**config.mk**
```make
export PLATFORM = sky130hd
export DESIGN_NAME = key_debounce_arbiter
export DESIGN_NICKNAME = d
export VERILOG_FILES = /design/src/rtl/debounce_pkg.sv /design/src/rtl/key_debounce_arbiter_rr_arbiter.sv /design/src/rtl/key_debounce_arbiter.sv
export SDC_FILE = /design/constraint.sdc
export NUM_CORES = 1
export LEC_CHECK = 0
export CAP_MARGIN = 20
export CORE_MARGIN = 2
export CORE_UTILIZATION = 48
export CTS_CLUSTER_SIZE = 10
export DETAILED_ROUTE_END_ITERATION = 10
export PLACE_DENSITY = 0.76
export SETUP_SLACK_MARGIN = 0.05
export SYNTH_ARGS = -nofsm -noshare
export SYNTH_HDL_FRONTEND = slang
export SYNTH_SLANG_ARGS = --single-unit
```
**constraint.sdc**
```tcl
create_clock -name clk_out -period 1.9 [get_ports clk_out]
set_input_delay 0.19 -clock clk_out [delete_from_list [all_inputs] [get_ports clk_out]]
set_output_delay 0.19 -clock clk_out [all_outputs]
set_load 0.05 [all_outputs]
```
**src/rtl/debounce_pkg.sv**
```systemverilog
// Shared types and constants for the multi-key debounce controller.
package debounce_pkg;

    localparam int unsigned CNT_W                  = 5;
    localparam int unsigned DEFAULT_DEBOUNCE_TICKS = 20;

    typedef enum logic [1:0] {
        IDLE   = 2'd0,
        COUNT  = 2'd1,
        COMMIT = 2'd2
    } state_t;

endpackage

```
**src/rtl/key_debounce_arbiter_rr_arbiter.sv**
```systemverilog
// Combinational round-robin pick: first set request at or above ptr, wrapping.
module rr_arbiter #(
    parameter int unsigned N_KEYS  = 4,
    parameter int unsigned GRANT_W = $clog2(N_KEYS)
) (
    input  logic [N_KEYS-1:0]  req,
    input  logic [GRANT_W-1:0] ptr,
    output logic               valid_c,
    output logic [GRANT_W-1:0] idx_c
);

    int                 pos;
    logic [GRANT_W-1:0] cand;

    // Walk from the farthest offset down so the nearest request wins last.
    always_comb begin
        valid_c = 1'b0;
        idx_c   = '0;
        pos     = 0;
        cand    = '0;
        for (int k = int'(N_KEYS) - 1; k >= 0; k--) begin
            pos = int'(ptr) + k;
            if (pos >= int'(N_KEYS)) begin
                pos = pos - int'(N_KEYS);
            end
            cand = GRANT_W'(pos);
            if (req[cand]) begin
                valid_c = 1'b1;
                idx_c   = cand;
            end
        end
    end

endmodule

```
**src/rtl/key_debounce_arbiter.sv**
```systemverilog
// Debounces N_KEYS active-low keys with one shared tick counter granted round-robin.
// Build option DEBOUNCE_RELEASE_EN: when undefined, releases commit at the grant edge.
module key_debounce_arbiter
    import debounce_pkg::*;
#(
    parameter int unsigned N_KEYS         = 4,
    parameter int unsigned DEBOUNCE_TICKS = DEFAULT_DEBOUNCE_TICKS,
    parameter int unsigned GRANT_W        = $clog2(N_KEYS)
) (
    input  logic               clk_out,
    input  logic               timer_rst,
    input  logic [N_KEYS-1:0]  tap_n,
    output logic [N_KEYS-1:0]  key_level,
    output logic [N_KEYS-1:0]  press_pulse,
    output logic [N_KEYS-1:0]  release_pulse,
    output logic               busy,
    output logic [GRANT_W-1:0] grant_idx
);

    localparam logic [CNT_W-1:0]   CNT_LAST = CNT_W'(DEBOUNCE_TICKS - 1);
    localparam logic [GRANT_W-1:0] IDX_LAST = GRANT_W'(N_KEYS - 1);

    logic [N_KEYS-1:0]  sync1, sync2, raw, mismatch;
    logic               arb_valid;
    logic [GRANT_W-1:0] arb_idx, grant_wrap;

    state_t             state, state_next;
    logic [CNT_W-1:0]   cnt, cnt_next;
    logic [GRANT_W-1:0] rr_ptr, rr_ptr_next, grant_next;
    logic [N_KEYS-1:0]  level_next, press_next, release_next;
    logic               busy_next;

    // Two-flop synchronizer; idle-high so reset reads as "not pressed".
    always_ff @(posedge clk_out or posedge timer_rst) begin
        if (timer_rst) begin
            sync1 <= '1;
            sync2 <= '1;
        end else begin
            sync1 <= tap_n;
            sync2 <= sync1;
        end
    end

    assign raw        = ~sync2;
    assign mismatch   = raw ^ key_level;
    assign grant_wrap = (grant_idx == IDX_LAST) ? '0 : grant_idx + GRANT_W'(1);

    rr_arbiter #(
        .N_KEYS  (N_KEYS),
        .GRANT_W (GRANT_W)
    ) u_rr_arbiter (
        .req     (mismatch),
        .ptr     (rr_ptr),
        .valid_c (arb_valid),
        .idx_c   (arb_idx)
    );

    always_ff @(posedge clk_out or posedge timer_rst) begin
        if (timer_rst) begin
            state         <= IDLE;
            cnt           <= '0;
            rr_ptr        <= '0;
            grant_idx     <= '0;
            key_level     <= '0;
            press_pulse   <= '0;
            release_pulse <= '0;
            busy          <= 1'b0;
        end else begin
            state         <= state_next;
            cnt           <= cnt_next;
            rr_ptr        <= rr_ptr_next;
            grant_idx     <= grant_next;
            key_level     <= level_next;
            press_pulse   <= press_next;
            release_pulse <= release_next;
            busy          <= busy_next;
        end
    end

    always_comb begin
        state_next   = state;
        cnt_next     = cnt;
        rr_ptr_next  = rr_ptr;
        grant_next   = grant_idx;
        level_next   = key_level;
        press_next   = '0;
        release_next = '0;

        case (state)
            IDLE: begin
                if (arb_valid) begin
                    grant_next = arb_idx;
                    cnt_next   = '0;
`ifdef DEBOUNCE_RELEASE_EN
                    state_next = COUNT;
`else
                    // Releases are trusted immediately; only presses are filtered.
                    if (key_level[arb_idx]) begin
                        level_next[arb_idx]   = 1'b0;
                        release_next[arb_idx] = 1'b1;
                        state_next            = COMMIT;
                    end else begin
                        state_next = COUNT;
                    end
`endif
                end
            end
            COUNT: begin
                if (!mismatch[grant_idx]) begin
                    state_next  = IDLE;
                    rr_ptr_next = grant_wrap;
                end else if (cnt == CNT_LAST) begin
                    state_next            = COMMIT;
                    level_next[grant_idx] = ~key_level[grant_idx];
                    if (key_level[grant_idx]) begin
                        release_next[grant_idx] = 1'b1;
                    end else begin
                        press_next[grant_idx] = 1'b1;
                    end
                end else begin
                    cnt_next = cnt + CNT_W'(1);
                end
            end
            COMMIT: begin
                state_next  = IDLE;
                rr_ptr_next = grant_wrap;
            end
            default: begin
                state_next = IDLE;
            end
        endcase

        busy_next = (state_next != IDLE);
    end

endmodule

```
==> flow_summary.json <==
{
  "dpl.hpwl_um": 2430,
  "nFillCells": 243,
  "cp-end-kind": "flip-flop",
  "core.rowCount": 20,
  "sw_frac_of_total_pct": 38.6,
  "clkPwrFrac_pct": 17.6,
  "final_nets": 192,
  "antenna_found_initial": 0,
  "drive_above_1_share_pct": 33.0,
  "critPathKind": "reg2reg",
  "via_count": 1235,
  "drt_wl_total_um": 3330,
  "power_leakage_nw": 0.927,
  "yosys.area.top_type_share_pct": 39.0,
  "grt_pass1_wl_um": 5420,
  "tritoncts": "done",
  "power.net_switching_uw": 877,
  "slew_headroom_pct": 65.4,
  "slowest_stage": "mux4_2",
  "power_mw": 2.27,
  "core-area_mm2": 0.00305,
  "cp_data_required_time_ps": 2130,
  "instances_no_fill": 226,
  "setup_viol": 5,
  "cts_made_buffers": 5,
  "diodes": 0,
  "violations": "setup timing",
  "gp_congestion": 0.848,
  "ys_seq_area_share_pct": 52.6,
  "holdWs_ps": 221,
  "chipWidth_um": 60.6,
  "utilization_pct": 68.0,
  "grt_usage_pct": 20.9,
  "clk_pin_slew_ps": 100,
  "area_delta_synth_final_pct": 34.7,
  "ys_ff_latch": 32,
  "drtIter0Drc": 43,
  "p_comb_share_pct": 44.5,
  "syn_area_mm2": 0.00154,
  "yosysWarningCount": 0,
  "io_buffer_count": 20,
  "worstPathArrival_ps": 2160,
  "synth.avg_cell_area_um2": 11.3,
  "start_util_pct": 50.5,
  "rsz0062_at_grt": "yes",
  "placed_cells": 211,
  "insertion_delay_ps": 340,
  "ios": 21,
  "worstPathBufferInverterCount": 1,
  "htreeDepth": 2,
  "netlist_top_cells_area": "dfrtp_1 39%, dfstp_2 14%, ha_1 4.1%",
  "netlist_instances": 136,
  "p_int_mw": 1.40,
  "grt_max_degree": 33,
  "power_density_mw_per_mm2": 1100,
  "grt.overflow.total": 0,
  "max-clock-path-buffers": 2,
  "final_cell_mix": "21 x buf_4, 19 x dfrtp_1, 16 x nand2_1",
  "peakVddDrop_v": 0.000778,
  "layout_commonest_cell": "buf_4",
  "min_period_ps": 1930,
  "finClkSkew_ps": 7.72,
  "firstDrtPassIters": 4,
  "cap_violations": 0,
  "clock_sinks": 32,
  "path_max_fanout": 5,
  "syn-num-nets": 147,
  "cpPeakStageDelay_ps": 550,
  "ys_types": 42,
  "pwr-share-seq_pct": 37.9,
  "fin_crit_sh_pct": 102,
  "tightestPinTransition_ps": 513,
  "cp_cell_sequence": "xnor2_4, mux4_2, buf_4, o21ai_4, o21ai_1, o21a_1",
  "final_max_slew_viol_count": 0,
  "drcViolationCount": 0,
  "avgRoutedWirePerCell_um": 14.7,
  "cpLargestDelayFamily": "multiplexers",
  "chipHeight_um": 60.6,
  "via_per_inst": 5.46,
  "ant_nets": 0,
  "finalHoldViolations": 0,
  "hold_class": "in2async",
  "grt_pass1_vias": 1227,
  "start_kind": "flip-flop",
  "reg2reg_slack_ps": -30,
  "cts_root_buf": "clkbuf_4",
  "dieArea_mm2": 0.00368,
  "worst_slack_ps": -34.8,
  "status": "complete, but fails checks",
  "synth_top_cell_by_area": "dfrtp_1",
  "fmaxAchievable_ghz": 0.517
}
-- cell type report --
cell class,count,area (um^2),area share [%]
sequential,32,817,39.4
multi-input combinational,97,783,37.8
timing repair buffer,40,342,16.5
clock buffer,8,58.8,2.83
tap,44,55.1,2.65
inverter,5,18.8,0.905
-- metal layers --
layer | GRT usage (%) | routed length [um]
met5 | 0 | 0
met3 | 7.46 | 173
met1 | 23.2 | 1320
met2 | 35.5 | 1740
met4 | 10.2 | 100
-- kinds of logic after synthesis --
logic type               after synthesis  share of synthesized area, %
AO/OA/AOI/OAI                         29                          13.7
XOR/XNOR                              10                          6.17
adder cells (fa/ha/maj)                5                          4.06
buffers and inverters                  7                          2.27
flip-flops                            32                          52.6
multiplexers                           6                          5.77
AND/OR/NAND/NOR                       47                          15.4
-- repair_timing --
| action | 4_1_cts | 5_1_grt |
|---|---|---|
| pin swaps | 9 | 3 |
| resized for setup | 9 | 8 |
| endpoints found under the setup margin | 20 | 17 |
| hold buffers | 0 | 0 |
| gates cloned | 0 | 0 |
| buffers inserted | 4 | 3 |
-- stage by stage --
step / setup slack (ps) / instance area [um^2] / setup TNS (ps)
finish: -34.8 / 2070 / -82.3
global route: -101 / 2070 / -691
CTS: -18.4 / 2020 / -20.6
detailed placement: -65.4 / 1930 / -234
global placement: -17.7 / 1930 / -35.1
floorplan: -29.5 / 1600 / -131
-- state kept, by name, summed over array words and instances, names as in the netlist --
signal,flops
sync1,4
press_pulse,4
sync2,4
cnt,5
busy,1
grant_idx,2
state,2
release_pulse,4
key_level,4
rr_ptr,2
-- worst paths after layout --
check	depth (start not counted)	startpoint	endpoint
max	6	key_level[0]$_DFFE_PP0P_	rr_ptr[0]$_DFFE_PP0P_
min in group clk_out	1	tap_n[0]	sync1[0]$_DFF_PP1_
min	3	timer_rst	release_pulse[1]$_DFF_PP0_
min reg2reg	0	sync1[1]$_DFF_PP1_	sync2[1]$_DFF_PP1_
max reg2reg	6	key_level[0]$_DFFE_PP0P_	rr_ptr[0]$_DFFE_PP0P_
max in group asynchronous	3	timer_rst	sync2[2]$_DFF_PP1_
-- cell usage after synthesis, drive strengths merged --
master and count:
or4bb 1, a32o 1, o21a 2, nand4 3
nand2 17, nor2b 1, buf 2, o41a 1
mux2i 4, xnor2 4, and3 1, or2 2
nand3b 1, mux4 2, a211oi 1, o41ai 1
nand2b 3, a21oi 2, xor2 6, a32oi 2
a21o 2, o22ai 2, inv 5, ha 5
nand3 4, a211o 2, nor2 8, dfstp 8
nor3 1, dfrtp 24, o21ai 11, o2bb2ai 1
and2 5, o21bai 1
-- power groups by stage --
| stage | sequential, mW | combinational, mW | clock (mW) |
|---|---|---|---|
| detailed placement | 0.875 | 0.934 | 0 |
| floorplan | 0.980 | 0.529 | 0 |
| global placement | 0.869 | 0.903 | 0 |
| global route | 0.874 | 1.09 | 0.444 |
| finish | 0.862 | 1.01 | 0.401 |
| CTS | 0.861 | 0.949 | 0.412 |
-- worst min-delay path: stages --
cell and delay [ps]:
clkdlybuf4s50_1 390, inv_1 50, buf_4 350
Note: power is estimated with default switching activity, not from simulation.
